File: src/rtl/strength_bus_arbiter.sv
// strength_bus_arbiter: registered strength-resolving arbiter for one shared bus.
// Optional `conflict` output when STRENGTH_CONFLICT_DETECT_EN is defined.
module strength_bus_arbiter #(
    parameter int unsigned N_REQ    = 4,
    parameter int unsigned DW       = 8,
    parameter int unsigned HOLD_MAX = 15
) (
    input  logic                 clk,
    input  logic                 rst_n,
    input  logic [N_REQ-1:0]     req,
    input  logic [3*N_REQ-1:0]   req_str,
    input  logic [DW*N_REQ-1:0]  req_data,
    input  logic [N_REQ-1:0]     req_last,
    output logic [N_REQ-1:0]     gnt,
    output logic [DW-1:0]        bus_data,
    output logic [2:0]           bus_str,
    output logic                 bus_valid,
    output logic                 busy
`ifdef STRENGTH_CONFLICT_DETECT_EN
    ,
    output logic                 conflict
`endif
);

    localparam int unsigned IW  = $clog2(N_REQ);
    localparam int unsigned IW1 = IW + 1;
    localparam int unsigned HCW = 8;
    localparam logic [HCW-1:0] HOLD_LAST = HCW'(HOLD_MAX - 1);

    typedef enum logic [1:0] {IDLE, OWN, TURN} state_e;

    state_e           state_q, state_d;
    logic [N_REQ-1:0] gnt_q, gnt_d;
    logic [DW-1:0]    bus_data_q, bus_data_d;
    logic [2:0]       bus_str_q, bus_str_d;
    logic             bus_valid_q, bus_valid_d;
    logic             busy_q, busy_d;
    logic [IW-1:0]    rr_ptr_q, rr_ptr_d;
    logic [IW-1:0]    owner_q, owner_d;
    logic [HCW-1:0]   hold_cnt_q, hold_cnt_d;

    logic [2:0]       str_a  [N_REQ];
    logic [DW-1:0]    data_a [N_REQ];
    logic [N_REQ-1:0] elig, cand;
    logic [2:0]       max_s;
    logic [IW1-1:0]   scan;
    logic [IW-1:0]    win_idx;
    logic             win_found;
    logic             own_req, own_last, preempt;
    logic [2:0]       own_str;

    // Unpack flat request buses into per-requester slices
    always_comb begin
        for (int i = 0; i < N_REQ; i++) begin
            str_a[i]  = req_str[3*i +: 3];
            data_a[i] = req_data[DW*i +: DW];
        end
    end

    // Strongest eligible wins; ties go to the first candidate at or after rr_ptr
    always_comb begin
        elig      = '0;
        cand      = '0;
        max_s     = '0;
        scan      = '0;
        win_idx   = '0;
        win_found = 1'b0;
        for (int i = 0; i < N_REQ; i++) begin
            elig[i] = req[i] && (str_a[i] != 3'd0);
        end
        for (int i = 0; i < N_REQ; i++) begin
            if (elig[i] && (str_a[i] > max_s)) max_s = str_a[i];
        end
        for (int i = 0; i < N_REQ; i++) begin
            cand[i] = elig[i] && (str_a[i] == max_s);
        end
        for (int k = 0; k < N_REQ; k++) begin
            scan = IW1'(rr_ptr_q) + IW1'(k);
            if (scan >= IW1'(N_REQ)) scan = scan - IW1'(N_REQ);
            if (!win_found && cand[scan[IW-1:0]]) begin
                win_idx   = scan[IW-1:0];
                win_found = 1'b1;
            end
        end
    end

    // Current owner's view and strictly-stronger challenger detection
    always_comb begin
        own_req  = req[owner_q];
        own_last = req_last[owner_q];
        own_str  = str_a[owner_q];
        preempt  = 1'b0;
        for (int i = 0; i < N_REQ; i++) begin
            if (elig[i] && (IW'(i) != owner_q) && (str_a[i] > own_str)) preempt = 1'b1;
        end
    end

    always_comb begin
        state_d     = state_q;
        gnt_d       = gnt_q;
        owner_d     = owner_q;
        rr_ptr_d    = rr_ptr_q;
        hold_cnt_d  = hold_cnt_q;
        bus_data_d  = bus_data_q;
        bus_str_d   = bus_str_q;
        bus_valid_d = 1'b0;
        unique case (state_q)
            IDLE: begin
                bus_str_d = 3'd0;
                if (win_found) begin
                    state_d    = OWN;
                    gnt_d      = N_REQ'(1) << win_idx;
                    owner_d    = win_idx;
                    hold_cnt_d = '0;
                end
            end
            OWN: begin
                hold_cnt_d = hold_cnt_q + HCW'(1);
                if (!own_req) begin
                    // Owner dropped out: nothing to capture this beat
                    bus_str_d = 3'd0;
                    state_d   = TURN;
                    gnt_d     = '0;
                end else begin
                    bus_data_d  = data_a[owner_q];
                    bus_str_d   = own_str;
                    bus_valid_d = 1'b1;
                    if (own_last || (hold_cnt_q == HOLD_LAST) || preempt) begin
                        state_d = TURN;
                        gnt_d   = '0;
                    end
                end
                if (state_d == TURN) begin
                    rr_ptr_d = (owner_q == IW'(N_REQ - 1)) ? '0 : owner_q + IW'(1);
                end
            end
            TURN: begin
                bus_str_d = 3'd0;
                gnt_d     = '0;
                state_d   = IDLE;
            end
            default: begin
                state_d   = IDLE;
                gnt_d     = '0;
                bus_str_d = 3'd0;
            end
        endcase
        busy_d = (state_d != IDLE);
    end

    always_ff @(posedge clk or negedge rst_n) begin
        if (!rst_n) begin
            state_q     <= IDLE;
            gnt_q       <= '0;
            owner_q     <= '0;
            rr_ptr_q    <= '0;
            hold_cnt_q  <= '0;
            bus_data_q  <= '0;
            bus_str_q   <= '0;
            bus_valid_q <= 1'b0;
            busy_q      <= 1'b0;
        end else begin
            state_q     <= state_d;
            gnt_q       <= gnt_d;
            owner_q     <= owner_d;
            rr_ptr_q    <= rr_ptr_d;
            hold_cnt_q  <= hold_cnt_d;
            bus_data_q  <= bus_data_d;
            bus_str_q   <= bus_str_d;
            bus_valid_q <= bus_valid_d;
            busy_q      <= busy_d;
        end
    end

    assign gnt       = gnt_q;
    assign bus_data  = bus_data_q;
    assign bus_str   = bus_str_q;
    assign bus_valid = bus_valid_q;
    assign busy      = busy_q;

`ifdef STRENGTH_CONFLICT_DETECT_EN
    logic          conflict_q, conflict_d;
    logic          tie_diff, have_ref;
    logic [DW-1:0] ref_data;

    // Tied strongest drivers disagreeing on data is what a real net resolves to X
    always_comb begin
        tie_diff = 1'b0;
        have_ref = 1'b0;
        ref_data = '0;
        for (int i = 0; i < N_REQ; i++) begin
            if (cand[i]) begin
                if (!have_ref) begin
                    ref_data = data_a[i];
                    have_ref = 1'b1;
                end else if (data_a[i] != ref_data) begin
                    tie_diff = 1'b1;
                end
            end
        end
        conflict_d = (state_q == IDLE) && win_found && tie_diff;
    end

    always_ff @(posedge clk or negedge rst_n) begin
        if (!rst_n) conflict_q <= 1'b0;
        else        conflict_q <= conflict_d;
    end

    assign conflict = conflict_q;
`endif

endmodule
File: config.mk
export PLATFORM = sky130hd
export DESIGN_NAME = strength_bus_arbiter
export DESIGN_NICKNAME = d
export VERILOG_FILES = /design/src/rtl/strength_bus_arbiter.sv
export SDC_FILE = /design/constraint.sdc
export NUM_CORES = 1
export LEC_CHECK = 0
export ABC_AREA = 1
export BUFFER_PORTS_ARGS = -buffer_cell sky130_fd_sc_hd__buf_2
export CELL_PAD_IN_SITES_DETAIL_PLACEMENT = 1
export CELL_PAD_IN_SITES_GLOBAL_PLACEMENT = 2
export CORE_MARGIN = 5
export CORE_UTILIZATION = 29
export CTS_CLUSTER_SIZE = 25
export DETAILED_ROUTE_END_ITERATION = 10
export PLACE_DENSITY_LB_ADDON = 0.1
export SLEW_MARGIN = 25
export SYNTH_ARGS = -nofsm -noshare
export SYNTH_HDL_FRONTEND = slang
export SYNTH_SLANG_ARGS = --single-unit
File: constraint.sdc
create_clock -name clk -period 3.6 [get_ports clk]
set_input_delay 0 -clock clk [delete_from_list [all_inputs] [get_ports clk]]
set_output_delay 0 -clock clk [all_outputs]
set_load 0.05 [all_outputs]
==> out/metrics.cfg <==
[global_routing]
overflow = 0
met1_usage_pct = 24.3
grt_pass1_wl_um = 19200
grt_pass1_vias = 3829
grt_use_met3_pct = 3.77
use_met2_pct = 32.4
top_usage_layer = met2
antenna_found_initial = 0
track_usage_pct = 18.7
grt_max_degree = 32

[clocking]
cts_tree = done
root_buffer = clkbuf_8
htree_levels = 2
clockBufferDepth = 2
clkSinkCount = 31
clock_latency_ns = 0.29
clk_pin_slew_ns = 0.07
numCtsBuffers = 5

[place]
gp_congestion = 0.859
dp_hpwl_um = 8990
port_buffers = 70
place_ws_ns = -0.875

[run]
cap_violations = 0

[synth]
synthSimpleGateAreaFrac_pct = 40.6
synth_top_family_by_area = simple AND/OR/NAND/NOR gates
async_flop_share_pct = 100
ys_warn_count = 0
synthXorXnorAreaFrac_pct = 2.02
synthTopCellsByCount = nand2_1, nand3_1, nor2_1, inv_1, o21ai_0
synthMuxAreaShare_pct = 0
ys_types = 35
synth-main-ff-cell = dfrtp_1
synth_seq_area_share_pct = 25.5
synth_edf_count = 0
yosysMostFrequentCell = nand2_1
yosysTopAreaCell = dfrtp_1
synth_top_cell_area_share_pct = 25.5
synthTopCellsByArea = dfrtp_1, nand2_1, ha_1
synthAdderAreaFrac_pct = 11.1
synthCells = 452
syn_nets = 533
netlist_area_um2 = 3040
synth_seq_cells = 31
synth_compound_area_share_pct = 13.9
avgSynthCellArea_um2 = 6.72

[final_layout]
drive_above_1_share_pct = 44.5
syn_to_final_growth_pct = 53.6
post-route-util_pct = 45.4
nNetsFinal = 658
diodes = 0
multiInputGateArea_um2 = 2570
ff_latch_area_um2 = 777
num-fill-cells = 1310

[hold_path]
holdPathStages = 5
hp-class = in2reg
min_from = req_data[2]
hold_end = bus_data[2]

[critical_path]
cpMostUsedCell = nand2_2
slowest_stage = ha_1
crit_fanout = 8
worstPathRequired_ns = 3.77
r2r-end = rr_ptr_q[0]
crit_path_start_kind = primary input
reg2reg_depth = 12
end_kind = flop
slowest_delay_ns = 0.29
r2r_setup_slack_ns = 0.55
r2r-start = owner_q[0]
arrival_ns = 4.05
path_class = in2reg

[pwr]
ir_worst_vdd_mv = 0.382
finalPower_w = 0.00319
power_density_nw_per_um2 = 683
p_leak_nw = 2.35

[detailed_routing]
drt_iter0_drc = 128
routedWlPerCell_um = 16.2
ant_nets = 0
vias = 3453
drc = 0
drtPass1Iterations = 4
drt-total-wl_um = 11600
vias_per_cell = 4.84

[floorplan]
ios = 71
fp.dieW_um = 112
chipHeight_um = 112
initial_core_util_pct = 29.6
dieArea_um2 = 12600
core.rowCount = 37
core-area_um2 = 10300

[timing]
skew_ns = 0.00419
period_share_pct = 108
slew_viol_final = 0
fin_ws_ns = -0.278
rsz0062_at_grt = true
hold_violations = 0
finalWorstPathRequiredPeriod_ns = 3.88
tightest_slew_ns = 0.739
fmax_mhz = 258
finalSetupViolCount = 16
max-slew-margin-rel_pct = 50.7

[status]
outcome = finished with violations
violations = negative setup slack

## worst max path at each step
| stage | slack, ns | end | start | cells past startpoint |
|---|---|---|---|---|
| after detailed placement | -0.87 | gnt[3] | req_str[2] | 36 |
| after CTS | -0.27 | gnt[1] | req_str[0] | 38 |
| after floorplan | -0.13 | owner_q[1] | req_str[2] | 38 |
| after global routing | -0.54 | owner_q[1] | req[0] | 34 |
| final | -0.28 | owner_q[0] | req[0] | 33 |
| after global placement | -0.80 | owner_q[0] | req_str[2] | 33 |
## cells in the final DEF, fill, tap and decap left out, drive strengths merged
master and count:
nand2 130, buf 125, nand3 65, nor2 55
inv 45, o21ai 41, dfrtp 31, ha 27
a21oi 13, o22ai 9, nand4 8, xor2 6
clkbuf 6, a32oi 2, a41oi 2, nor4 2
clkinv 2, nand3b 1, o21bai 1, a31oi 1
a21boi 1, o311ai 1, o21a 1, xnor2 1
bufinv 1, dlygate4sd3 1
## worst max-delay path: cells and delay by family
kind	cells	cell delay, ns
AND/OR/NAND/NOR	23	2.45
buffers and inverters	4	0.39
AO/OA/AOI/OAI	3	0.42
adder cells (fa/ha/maj)	3	0.77
## power by group
group	internal [W]	total (W)	switching (W)
Clock	0.000224	0.000370	0.000146
Sequential	0.000471	0.000582	0.000111
Combinational	0.000750	0.00224	0.00149
Total	0.00145	0.00319	0.00174
## stage by stage
step,area [um2],TNS [ns],cells,hold slack (ns)
6_report,4670,-3.78,714,0.0870
5_1_grt,4670,-7.98,714,0.115
4_1_cts,4400,-3.07,708,0.0800
3_5_place_dp,3950,-12.57,683,0.111
3_3_place_gp,3950,-10.83,683,0.100
2_1_floorplan,3200,-1.62,452,-0.296
## cell families (layout without fill, tap and decap cells)
family / count (synthesis) / in the layout
xor+xnor: 7 / 7
flops: 31 / 31
compound gates: 72 / 72
fa+ha+maj: 27 / 27
simple gates: 261 / 261
buf+inv: 54 / 180
## area by class of cell
class	count	area share [%]
timing repair inverter	2	0.268
inverter	44	4.45
multi-input combinational	367	55.1
timing repair buffer	126	17.4
tap	136	3.65
clock inverter	2	0.750
clock buffer	6	1.77
sequential	31	16.6
## layer usage
| layer | wire length (um) | part of all wire (%) |
|---|---|---|
| met5 | 0 | 0 |
| met4 | 65 | 0.56 |
| met3 | 444 | 3.8 |
| met2 | 5740 | 50 |
| met1 | 5330 | 46 |
## repair_timing
action	CTS	global route
endpoints found under the hold margin	31	0
pin swaps	39	28
setup endpoints to repair	16	17
buffers inserted	14	6
hold buffers	1	0
gates resized for setup	57	49
cloned	2	0
## flip-flops by register name (all words and copies together) (netlist names)
| register | cells |
|---|---|
| bus_valid | 1 |
| state_q | 2 |
| rr_ptr_q | 2 |
| busy | 1 |
| bus_data | 8 |
| owner_q | 2 |
| gnt | 4 |
| hold_cnt_q | 8 |
| bus_str | 3 |
(Power assumes the default switching activity.)
